## config.mk

```make
export PLATFORM = sky130hd
export DESIGN_NAME = alu_pipe
export DESIGN_NICKNAME = d
export VERILOG_FILES = /design/src/rtl/alu_pipe.sv
export SDC_FILE = /design/constraint.sdc
export NUM_CORES = 1
export LEC_CHECK = 0
export CAP_MARGIN = 20
export CORE_ASPECT_RATIO = 1.5
export CORE_MARGIN = 1
export CORE_UTILIZATION = 56
export DETAILED_ROUTE_END_ITERATION = 12
export PLACE_DENSITY = 0.87
export SYNTH_ARGS = -nofsm -noshare
export SYNTH_HDL_FRONTEND = slang
export SYNTH_SLANG_ARGS = --single-unit
```

## constraint.sdc

```tcl
create_clock -name clk -period 3.9 [get_ports clk]
set_input_delay 0.585 -clock clk [delete_from_list [all_inputs] [get_ports clk]]
set_output_delay 0.585 -clock clk [all_outputs]
set_load 0.05 [all_outputs]
```

## src/rtl/alu_pipe.sv

```systemverilog
// rtl/alu_pipe.sv - Handshaked WIDTH-bit ALU with MUL high half and optional iterative divider (ALU_DIV_EN)
module alu_pipe #(
    parameter int WIDTH   = 16,
    parameter int SHAMT_W = 4
) (
    input  logic             clk,
    input  logic             rst_n,
    input  logic             in_valid,
    output logic             in_ready,
    input  logic [WIDTH-1:0] a,
    input  logic [WIDTH-1:0] b,
    input  logic [3:0]       alu_fun,
    output logic             out_valid,
    input  logic             out_ready,
    output logic [WIDTH-1:0] alu_out,
    output logic [WIDTH-1:0] alu_out_hi,
    output logic             c_out,
    output logic             arith_flag,
    output logic             logic_flag,
    output logic             cmp_flag,
    output logic             shift_flag,
    output logic             div0_flag
);

    typedef enum logic [1:0] {S_IDLE, S_DIV, S_HOLD} state_t;

    state_t state;
    logic   rst_done;
    logic   accept;

    // rst_done keeps in_ready low until the first clock after reset release
    assign in_ready  = rst_done && (state == S_IDLE || (state == S_HOLD && out_ready));
    assign out_valid = (state == S_HOLD);
    assign accept    = in_valid && in_ready;

    logic [WIDTH-1:0]   r_lo, r_hi;
    logic               r_c, r_div0, r_start_div;
    logic [3:0]         r_cls;
    logic [WIDTH:0]     sum, shr_w, shl_w;
    logic [2*WIDTH-1:0] prod;
    logic [SHAMT_W-1:0] amt;
    logic               big;

    assign sum   = {1'b0, a} + {1'b0, b};
    assign prod  = {{WIDTH{1'b0}}, a} * {{WIDTH{1'b0}}, b};
    assign amt   = b[SHAMT_W-1:0];
    assign big   = 32'(amt) >= 32'(WIDTH);
    // The extra bit beside a catches the last bit shifted out
    assign shr_w = {a, 1'b0} >> amt;
    assign shl_w = {1'b0, a} << amt;

    always_comb begin
        r_lo        = '0;
        r_hi        = '0;
        r_c         = 1'b0;
        r_div0      = 1'b0;
        r_start_div = 1'b0;
        r_cls       = 4'b0000;
        case (alu_fun)
            4'd0:  begin r_lo = sum[WIDTH-1:0]; r_c = sum[WIDTH]; r_cls = 4'b1000; end
            4'd1:  begin r_lo = a - b; r_c = (a < b); r_cls = 4'b1000; end
            4'd2:  begin r_lo = prod[WIDTH-1:0]; r_hi = prod[2*WIDTH-1:WIDTH]; r_cls = 4'b1000; end
            4'd3: begin
                r_cls = 4'b1000;
`ifdef ALU_DIV_EN
                if (b == '0) begin
                    r_lo   = '1;
                    r_hi   = a;
                    r_div0 = 1'b1;
                end else begin
                    r_start_div = 1'b1;
                end
`else
                r_div0 = 1'b1;
`endif
            end
            4'd4:  begin r_lo = a & b;    r_cls = 4'b0100; end
            4'd5:  begin r_lo = a | b;    r_cls = 4'b0100; end
            4'd6:  begin r_lo = ~(a & b); r_cls = 4'b0100; end
            4'd7:  begin r_lo = ~(a | b); r_cls = 4'b0100; end
            4'd8:  begin r_lo = a ^ b;    r_cls = 4'b0100; end
            4'd9:  begin r_lo = ~(a ^ b); r_cls = 4'b0100; end
            4'd10: begin r_lo = {{(WIDTH-1){1'b0}}, a == b}; r_cls = 4'b0010; end
            4'd11: begin r_lo = {{(WIDTH-1){1'b0}}, a > b};  r_cls = 4'b0010; end
            4'd12: begin r_lo = {{(WIDTH-1){1'b0}}, a < b};  r_cls = 4'b0010; end
            4'd13: begin
                r_cls = 4'b0001;
                if (!big) begin r_lo = shr_w[WIDTH:1]; r_c = shr_w[0]; end
            end
            4'd14: begin
                r_cls = 4'b0001;
                if (!big) begin r_lo = shl_w[WIDTH-1:0]; r_c = shl_w[WIDTH]; end
            end
            default: ;
        endcase
    end

`ifdef ALU_DIV_EN
    localparam int CNT_W = $clog2(WIDTH);

    logic [WIDTH-1:0] div_rem, div_quo, div_dvsr, rem_n, quo_n;
    logic [CNT_W-1:0] div_cnt;
    logic [WIDTH:0]   rem_sh;
    logic             div_ge;

    // Restoring step: dividend bits stream out of div_quo's MSB while quotient bits enter its LSB
    assign rem_sh = {div_rem, div_quo[WIDTH-1]};
    assign div_ge = rem_sh >= {1'b0, div_dvsr};
    assign rem_n  = div_ge ? WIDTH'(rem_sh - {1'b0, div_dvsr}) : rem_sh[WIDTH-1:0];
    assign quo_n  = {div_quo[WIDTH-2:0], div_ge};
`endif

    always_ff @(posedge clk or negedge rst_n) begin
        if (!rst_n) begin
            state      <= S_IDLE;
            rst_done   <= 1'b0;
            alu_out    <= '0;
            alu_out_hi <= '0;
            c_out      <= 1'b0;
            arith_flag <= 1'b0;
            logic_flag <= 1'b0;
            cmp_flag   <= 1'b0;
            shift_flag <= 1'b0;
            div0_flag  <= 1'b0;
`ifdef ALU_DIV_EN
            div_rem    <= '0;
            div_quo    <= '0;
            div_dvsr   <= '0;
            div_cnt    <= '0;
`endif
        end else begin
            rst_done <= 1'b1;
            if (accept) begin
                if (r_start_div) begin
`ifdef ALU_DIV_EN
                    state    <= S_DIV;
                    div_rem  <= '0;
                    div_quo  <= a;
                    div_dvsr <= b;
                    div_cnt  <= '0;
`endif
                end else begin
                    state      <= S_HOLD;
                    alu_out    <= r_lo;
                    alu_out_hi <= r_hi;
                    c_out      <= r_c;
                    {arith_flag, logic_flag, cmp_flag, shift_flag} <= r_cls;
                    div0_flag  <= r_div0;
                end
            end else if (state == S_HOLD && out_ready) begin
                state <= S_IDLE;
            end
`ifdef ALU_DIV_EN
            else if (state == S_DIV) begin
                div_rem <= rem_n;
                div_quo <= quo_n;
                div_cnt <= div_cnt + 1'b1;
                if (div_cnt == CNT_W'(WIDTH-1)) begin
                    state      <= S_HOLD;
                    alu_out    <= quo_n;
                    alu_out_hi <= rem_n;
                    c_out      <= 1'b0;
                    {arith_flag, logic_flag, cmp_flag, shift_flag} <= 4'b1000;
                    div0_flag  <= 1'b0;
                end
            end
`endif
        end
    end

endmodule

```

==> results of run 1 <==
-- per-stage QoR --
step	cells	setup slack [ns]	instance area (um^2)	TNS [ns]	hold slack (ns)
2_1_floorplan	1735	-1.85	14400	-36.88	0.289
3_3_place_gp	2368	-2.51	17600	-63.06	0.455
3_5_place_dp	2368	-2.79	17600	-66.84	0.471
4_1_cts	2443	-1.98	19100	-44.07	0.470
-- synthesized netlist by cell type, drive strengths merged (15+ instances only) --
library cell / number / share of area
a211oi: 19 / 0.010
a21o: 23 / 0.012
a21oi: 84 / 0.032
a31oi: 15 / 0.0068
buf: 34 / 0.014
clkbuf: 68 / 0.018
dfrtp: 40 / 0.072
fa: 195 / 0.28
ha: 155 / 0.14
inv: 274 / 0.074
mux2i: 28 / 0.020
nand2: 216 / 0.059
nand2b: 15 / 0.0068
nand3: 15 / 0.0054
nor2: 195 / 0.053
nor3: 28 / 0.010
o21ai: 70 / 0.025
o31ai: 16 / 0.0094
xnor2: 46 / 0.029
xor2: 23 / 0.014
-- timing repair --
| action | in CTS |
|---|---|
| cloned | 3 |
| buffers inserted | 69 |
| gates resized for setup | 353 |
| pin swaps | 134 |
| setup endpoints to repair | 30 |
-- metal layers --
metal | global-route usage | GRT overflow
met4 | 0.623 | 4
met5 | 0.0771 | 0
met3 | 0.374 | 0
met1 | 0.599 | 0
met2 | 0.851 | 8
-- cells by family after synthesis --
group	count (synthesis)	share of synthesized area
and+or+nand+nor	521	0.157
buffers and inverters	379	0.107
adders and majority gates	350	0.420
AOI/OAI and AO/OA	338	0.167
xor gates and xnor gates	69	0.0435
DFF	40	0.0720
muxes	37	0.0323
other	1	0.000270
==> summary by stage, run 1 <==
Placed design
The estimated wirelength of the detail-placed design is 50200 um. At the end of routability-driven placement, the weighted congestion stood at 1.06. The number of input and output port buffers inserted is 79.

Die
During I/O placement, the number of pins put on the boundary was 80. Measured along the x axis, the die boundary spans 131 um. In this run the core area contains 70 standard-cell rows. The initial utilization of the core area, before any placement, comes to 0.571. The floorplan step set the die height to 195 um.

Synth
In the synthesized netlist the dominant register cell turns out to be dfrtp_1. The part of the Yosys area used for sequential elements is 0.0720. For this run, the number of Yosys warnings is 0. Yosys mapped the design onto 77 distinct sky130hd cell types. The number of standard cells after synthesis is 1735. After synthesis, the share of flip-flops with an asynchronous set or reset is 1.00. The mean instance size in the synthesized netlist is 8.01 um^2.

The post-synthesis sequential element count is 40. The area of the mapped netlist is 0.0139 mm^2. Yosys mapped a number of flops with a built-in enable equal to 0.

Synthesis produced a netlist with a net count of 2125.

Outcome
The tool reported: "[ERROR GRT-0116] Global routing finished with congestion. Check the congestion regions in the DRC Viewer". The flow did not finish. The flow stopped in global routing (5_1_grt).

CTS
The longest clock path from root to sink contains 2 buffers. The library cell used as clock root buffer is clkbuf_16. Counting every sink on the clock net gives 40.

The number of clock buffers added by TritonCTS is 5. After clock tree synthesis, the flow added hold-fix buffers numbering 0. The H-tree was split into 2 levels.

Global route
The first global-routing pass estimated 112000 um of wire. Entering global routing, the biggest net connects 41 pins. The total congestion overflow is 12.

For this run, the total global-route usage over all layers was measured as 0.614. The via count of the first global-routing pass was 18300.
==> inputs of run 2 (changes only) <==
CORE_ASPECT_RATIO = not set   (was 1.5)
CORE_UTILIZATION = 40   (was 56)
PLACE_DENSITY = not set   (was 0.87)
PLACE_DENSITY_LB_ADDON = 0.15   (was not set)
==> run 2 against run 1 <==
Net effect: the flow now finishes, with violations (setup timing); synthesized cell count is the same; area after synthesis is the same.
==> summary by stage, run 2 <==
Routing
The uppermost layer routed is met4. After detailed routing, the number of remaining DRC violations is 0. The wire length on met1 is 25800 um. The number of nets with antenna violations after detailed routing is 0. The length of routed met2 wiring is 28300 um. In the routed layout, each cell is associated on average with a via count of 5.58. In the detailed route, the total length drawn on met3 is 4260 um. The routed length per instance is 23.3 um. The post-detailed-routing wire length is 60100 um. The total vias in the final route is 14400. The detailed-router iteration count before antenna repair is 6. For this block, the initial DRC count from the detailed router was 1236.

Synth
A synthesized cell averages 8.01 um^2. The most used flip-flop cell after synthesis is dfrtp_1. The async set-reset flop share out of synthesis is 1.00. Counting instances in the post-synthesis netlist gives the leading cell types as inv_1, nand2_1, fa_1, nor2_1, ha_1. The post-synthesis share of cell area spent on xor and xnor gates is 0.0435. The simple-gate portion of the synthesized area is 0.157. The share of the synthesized area in the top cell type is 0.281. Counting flops and latches in the post-synthesis netlist gives 40. The library cell with the largest summed area after synthesis is fa_1. The part of the Yosys area used for sequential elements is 0.0720. Of the total synthesized cell area, the portion taken by full adders, half adders and majority gates is 0.420. The area of the mapped netlist is 0.0139 mm^2. The mux share of post-synthesis cell area is 0.0323. The number of flops mapped to enable cells by yosys is 0. Ranked by total cell area, the synthesized netlist is headed by fa_1, ha_1, inv_1. The combinational family with the most area after synthesis is adder cells. The cell with the most instances after synthesis is inv_1. The number of standard cells after synthesis is 1735. The Yosys step of the flow raised 0 warnings. The count of cell types in the netlist is 77. The net count after synthesis is 2125. The area fraction in compound gates after synthesis was 0.167.

Outcome
The flow ran to the end, but the final reports show violations. The final reports fail on setup timing.

CTS
The clock network latency to the later pin of the worst-skew pair is 0.29 ns. The quantity of hold-fixing buffers added after cts is 0. TritonCTS built the clock tree. For this design, the sink count on the clock tree is 40. The H-tree was split into 2 levels. The clock transition at the register clock pins on the worst setup and hold paths after CTS is 0.06 ns. The library cell used as clock root buffer is clkbuf_16. The clock buffer count from CTS is 5. In this run the deepest clock path goes through 2 buffers.

Die
The area of the die is 0.0355 mm^2. The starting utilization of the core area is 0.410. The number of I/O pins is 80. The die is 188 um tall. In this run the core area contains 67 standard-cell rows. The die extent in x is 188 um. The area inside the core boundary is 0.0339 mm^2.

Setup path
Of all nets on the critical path, the largest fanout is 4. The cell depth of the worst setup path is 24. In this design, the stage delay of the slowest critical-path cell is 0.54 ns. The nature of the critical path endpoint is a flip-flop.

The kind of critical path is input pin to flip-flop. Walking the worst path, the cells encountered are buf_6 -> buf_6 -> inv_6 -> nor2_4 -> fa_1 -> inv_2 -> fa_1 -> fa_2 -> fa_1 -> inv_2 -> fa_1 -> inv_1 -> fa_1 -> inv_2 -> ha_4 -> a21oi_4 -> o21bai_4 -> o32ai_4 -> a21oi_4 -> a21oi_4 -> buf_4 -> o21ai_2 -> xnor2_2 -> o31ai_1. The slowest stage of the critical path is the fa_1 cell. The required time reported for the critical path endpoint is 4.07 ns. The worst setup path is launched from an input pin. The cell with the most instances on the worst path is fa_1. The data arrival time of the critical path is 5.96 ns. The critical path buffer and inverter count is 8. The dominant delay contributor by cell family on the critical path is adder cells. The worst-case reg-to-reg path depth is 7.

Cells and area
The relative area change from synthesis to final layout is 46.3%. The net count of the finished layout is 2527. The layout has 3037 filler cells. At the end of the flow the core is filled with cells to 0.600. The number of antenna cells inserted is 0. In the final layout, the share of cells above drive strength 1 is 0.348.

The largest registers in the layout are alu_out x16, alu_out_hi x16. In the layout the commonest cells are buf_4, inv_1, nand2_1, fa_1, nor2_1. The most frequent standard cell in the layout excluding fill and tap cells is buf_4.

STA
For the pin with the worst max-slew slack, the measured transition is 0.951 ns. Measured against its own limit, the worst slew margin works out to 0.366. The final-report setup violation count is 28. Setup repair after global routing could not meet its margin everywhere. The final critical path time including I/O delays and setup is 5.79 ns. The number of hold violations in the final report is 0.

The highest clock rate is 173 MHz. The final count of pins violating max slew is 0. The final worst setup slack is -1.89 ns.

The ratio of final minimum period to clock period is 1.49. For the final database, setup skew stands at 0.00545 ns.

Placed design
The placer congestion estimate is 0.983. The number of input and output port buffers inserted is 79. The estimated wirelength of the detail-placed design is 48600 um.

Global route
Global routing finished with a remaining overflow of 0. The first global-routing pass estimated 91200 um of wire. The number of antenna violations at the first check in global routing is 0. Entering global routing, the biggest net connects 41 pins.

For this run, the total global-route usage over all layers was measured as 0.342. The via count of the first global-routing pass is 14900.

Flow run
The tool flagged a number of max-cap violations equal to 0.

Hold path
The class of the tightest hold or removal check is input pin to async pin.
-- run 2: stage by stage --
| step | setup TNS [ns] | worst slack (ns) | cell area [um^2] | hold WS (ns) | cells |
|---|---|---|---|---|---|
| after CTS | -42.67 | -1.88 | 19800 | 0.463 | 2565 |
| after floorplan | -36.88 | -1.85 | 14400 | 0.289 | 1735 |
| final | -42.66 | -1.89 | 20300 | 0.441 | 2586 |
| after global placement | -64.92 | -2.68 | 17900 | 0.454 | 2497 |
| after global routing | -47.12 | -2.05 | 20300 | 0.501 | 2586 |
| after detailed placement | -66.34 | -2.75 | 17900 | 0.455 | 2497 |
-- run 2: worst paths after layout --
check / from / end / slack [ns]
worst max-delay path: a[6] / alu_out_hi[8]$_DFFE_PN0P_ / -1.89
worst min-delay path: rst_n / shift_flag$_DFFE_PN0P_ / 0.44
worst max register to register: state[1]$_DFFE_PN0P_ / alu_out[10]$_DFFE_PN0P_ / 1.77
worst min register to register: alu_out[2]$_DFFE_PN0P_ / alu_out[2]$_DFFE_PN0P_ / 0.46
max in group asynchronous: rst_n / alu_out[7]$_DFFE_PN0P_ / 2.87
min in group clk: alu_out[2]$_DFFE_PN0P_ / alu_out[2]$_DFFE_PN0P_ / 0.46
-- run 2: layout make-up --
type	count	area [um^2]	share of cell area
Sequential cell	40	1000	0.0492
Inverter	277	1150	0.0567
Clock buffer	5	125	0.00615
Timing Repair Buffer	497	4620	0.227
Tap cell	448	561	0.0276
Multi-Input combinational cell	1316	12800	0.631
Clock inverter	3	46.3	0.00228
-- run 2: layer usage --
metal | up-vias | GRT usage
met3 | 102 | 0.0445
met5 | - | 0
li1 | 6490 | -
met2 | 566 | 0.560
met1 | 7260 | 0.477
met4 | 0 | 0.0847
-- run 2: kinds of logic after synthesis --
group	after synthesis
other	1
xor gates and xnor gates	69
DFF	40
and+or+nand+nor	521
buffers and inverters	379
adders and majority gates	350
AOI/OAI and AO/OA	338
muxes	37
-- run 2: repair_timing --
item                                    4_1_cts  5_1_grt
cloned                                        3        0
gates resized for setup                     396      135
pin swaps                                   148      102
buffers inserted                             68       29
endpoints found under the hold margin         0        0
endpoints found under the setup margin       29       28
-- run 2: worst register-to-register path, stage by stage, from the launching register on --
cell	delay, ns
dfrtp_1	0.38
nand2b_1	0.14
nand3_2	0.28
a222oi_1	0.53
o31ai_1	0.17
a21oi_1	0.19
o221a_4	0.23
a31oi_1	0.09
Power of run 2 is left out: the tool's default activity adds up to more than one toggle a clock period on the data nets, which glitch-free logic cannot reach.
==> inputs of run 3 (changes only) <==
ABC_CLOCK_PERIOD_IN_PS = 3900   (was not set)
CORE_ASPECT_RATIO = 0.5   (was not set)
==> run 3 against run 2 <==
Net effect: the flow still finishes with violations (setup timing); fmax rose by 3.5%; cell area decreased by 0.59%; die area increased by 0.13%; clock skew is essentially flat; critical path type unchanged; setup slack better by 0.20 ns.
==> summary by stage, run 3 (synthesized netlist as in run 2, its figures left out) <==
Cells and area
The number of standard cells in the final layout excluding fillers is 2584. The share of final-layout standard cells stronger than drive strength 1 is 0.341. In the layout the commonest cells are buf_4, inv_1, nand2_1, fa_1, nor2_1. For this run, the share of the core covered by cells in the final layout is 0.601. The largest registers in the layout are alu_out x16, alu_out_hi x16. The relative area change from synthesis to final layout is 45.4%. The post-layout net count is 2507. The library cell used most frequently in the layout, excluding fill and tap cells, is buf_4.

Die
The y dimension of the die is 134 um. For this configuration, the core starts out at a cell density of 0.413. In this run the standard cell core region covers 0.0336 mm^2.

For this design the top-level I/O count stands at 80. In this run the core area contains 47 standard-cell rows. The die covers 0.0355 mm^2. From left edge to right edge, the die measures 266 um.

Global route
The all-layer global routing usage is 0.325. The via count of the first global-routing pass is 14000. The first global-routing pass estimated 85500 um of wire.

The total congestion overflow is 0. The pin count of the biggest net entering global routing is 46. The number of antenna violations at the first check in global routing is 1.

Power
The share of total power consumed by net switching is 0.507. The combinational power share is 0.951. VDD sags by at most 2.39 mV. The power density relative to cell area is 1080 mW/mm^2. The share of total power dissipated in the clock network is 0.023. Summed over all cells, the static leakage comes to 9.52 nW. The internal power contribution is 0.0107 W. The share of total power dissipated in sequential elements is 0.026. The completed layout was analyzed and its total power is 0.0218 W. In this run the power spent charging and discharging nets is 0.0111 W.

Placed design
In this run, placement finished with an instance count of 2496. The placer congestion estimate is 1.02. The estimated wirelength of the detail-placed design is 45600 um. The pre-CTS setup slack is -2.73 ns. Buffers placed on the I/O ports in this run total 79.

STA
Measured against its own limit, the worst slew margin works out to 0.174. The number of hold violations in the final report is 0. The final-report setup violation count is 28.

Subtracting the final worst setup slack from the clock period gives 5.60 ns. The setup skew after layout is 0.00543 ns. Setup repair after global routing could not meet its margin everywhere. The pin slew with the least headroom to its limit is 1.23 ns. Of the available clock period, the critical path in the final layout requires 1.44.

The highest clock rate is 179 MHz. After layout, the worst setup slack is -1.70 ns. The final count of pins violating max slew is 0.

Hold path
In this run the worst hold path is classified as input pin to async pin.

Routing
After detailed routing, the average wire length per cell comes to 22.2 um. After the first detailed-routing iteration, the DRC count stood at 1400. The post-detailed-routing wire length is 57300 um.

Using the TritonRoute via totals, the vias-per-cell ratio works out to 5.45. In this run the remaining antenna-violating nets after routing total 0. The detailed-router iteration count before antenna repair is 5. The total vias in the final route is 14100. For this run, design rule violations remaining after detail routing come to 0.

Setup path
The critical path buffer and inverter count is 8. Walking the worst path, the cells encountered are buf_8 -> buf_12 -> ha_4 -> inv_4 -> fa_2 -> inv_2 -> fa_1 -> fa_2 -> fa_1 -> fa_1 -> inv_1 -> fa_1 -> inv_2 -> ha_4 -> nand4_1 -> nor2_2 -> buf_4 -> a21oi_4 -> buf_6 -> o31ai_4 -> mux2i_1 -> nand2_1. STA classifies the critical path endpoint as a flip-flop. The largest single stage delay on the critical path is 0.60 ns.

The cell that appears most often on the critical path is fa_1. The maximum fanout count along the critical path is 7. Across all register-to-register paths, the minimum setup slack is 1.95 ns. STA classifies the critical path startpoint as an input pin. At the worst endpoint, the arrival time is 5.80 ns.

For the worst setup path, the data required time is 4.10 ns. The worst setup path is of the input pin to flip-flop kind. The dominant delay contributor by cell family on the critical path is adder cells.

The critical path's slowest cell is fa_2.

CTS
The CTS tree is yes. The quantity of hold-fixing buffers added after cts is 0. The clock network latency to the later pin of the worst-skew pair is 0.31 ns. The number of levels the H-tree was split into is 2. The clock buffer count from CTS is 5.

The clock transition at the register clock pins on the worst setup and hold paths after CTS is 0.07 ns. Counting along the longest clock path gives a buffer depth of 2. The cell sitting at the root of the clock tree is a clkbuf_16.

The clock net in this run drives a total of 40 sinks.

Outcome
The run finished, with violations left. The checks that failed: setup timing.

Flow run
The total of max-cap violations is 0.
## run 3: power by group through the flow
stage	clock, W	combinational (W)	sequential [W]
final	0.000505	0.0207	0.000558
after global placement	0	0.0157	0.000565
after CTS	0.000516	0.0192	0.000559
after detailed placement	0	0.0157	0.000566
after global routing	0.000532	0.0223	0.000570
after floorplan	0	0.00908	0.000873
## run 3: area by class of cell
type                       count  area, um^2
antenna                        1        2.50
clock buffer                   5         125
clock inverter                 3        47.5
fill                        2982       13400
inverter                     277        1160
multi-input combinational   1316       12800
sequential                    40        1000
tap                          465         582
timing repair buffer         477        4460
## run 3: repair_timing
item	CTS	global route
buffers inserted	58	25
gates resized for setup	376	179
pin swaps	127	118
setup endpoints to repair	28	30
gates cloned	4	0
## run 3: metrics by stage
| stage | TNS [ns] | instance area [um^2] | hold WS, ns |
|---|---|---|---|
| 6_report | -38.13 | 20200 | 0.157 |
| 5_1_grt | -41.93 | 20200 | 0.168 |
| 4_1_cts | -38.70 | 19400 | 0.478 |
| 3_5_place_dp | -63.50 | 17700 | 0.469 |
| 2_1_floorplan | -36.88 | 14400 | 0.289 |
| 3_3_place_gp | -63.53 | 17700 | 0.458 |
## run 3: worst paths after layout
path / cells past startpoint / end / from
worst max-delay path: 22 / alu_out_hi[12]$_DFFE_PN0P_ / b[8]
worst min-delay path: 1 / alu_out_hi[5]$_DFFE_PN0P_ / rst_n
worst max register to register: 7 / alu_out[15]$_DFFE_PN0P_ / state[1]$_DFFE_PN0P_
worst min register to register: 2 / alu_out[2]$_DFFE_PN0P_ / alu_out[2]$_DFFE_PN0P_
max in group asynchronous: 2 / alu_out[10]$_DFFE_PN0P_ / rst_n
min in group clk: 2 / alu_out[2]$_DFFE_PN0P_ / alu_out[2]$_DFFE_PN0P_
## run 3: layer usage
metal / up-vias / track usage / wire length (um)
li1: 6460 / - / -
met1: 6884 / 0.465 / 25300
met2: 643 / 0.460 / 23600
met3: 98 / 0.115 / 6750
met4: 0 / 0.0904 / 1640
met5: - / 0 / 0
No activity file was read; power rests on OpenSTA's default activity.
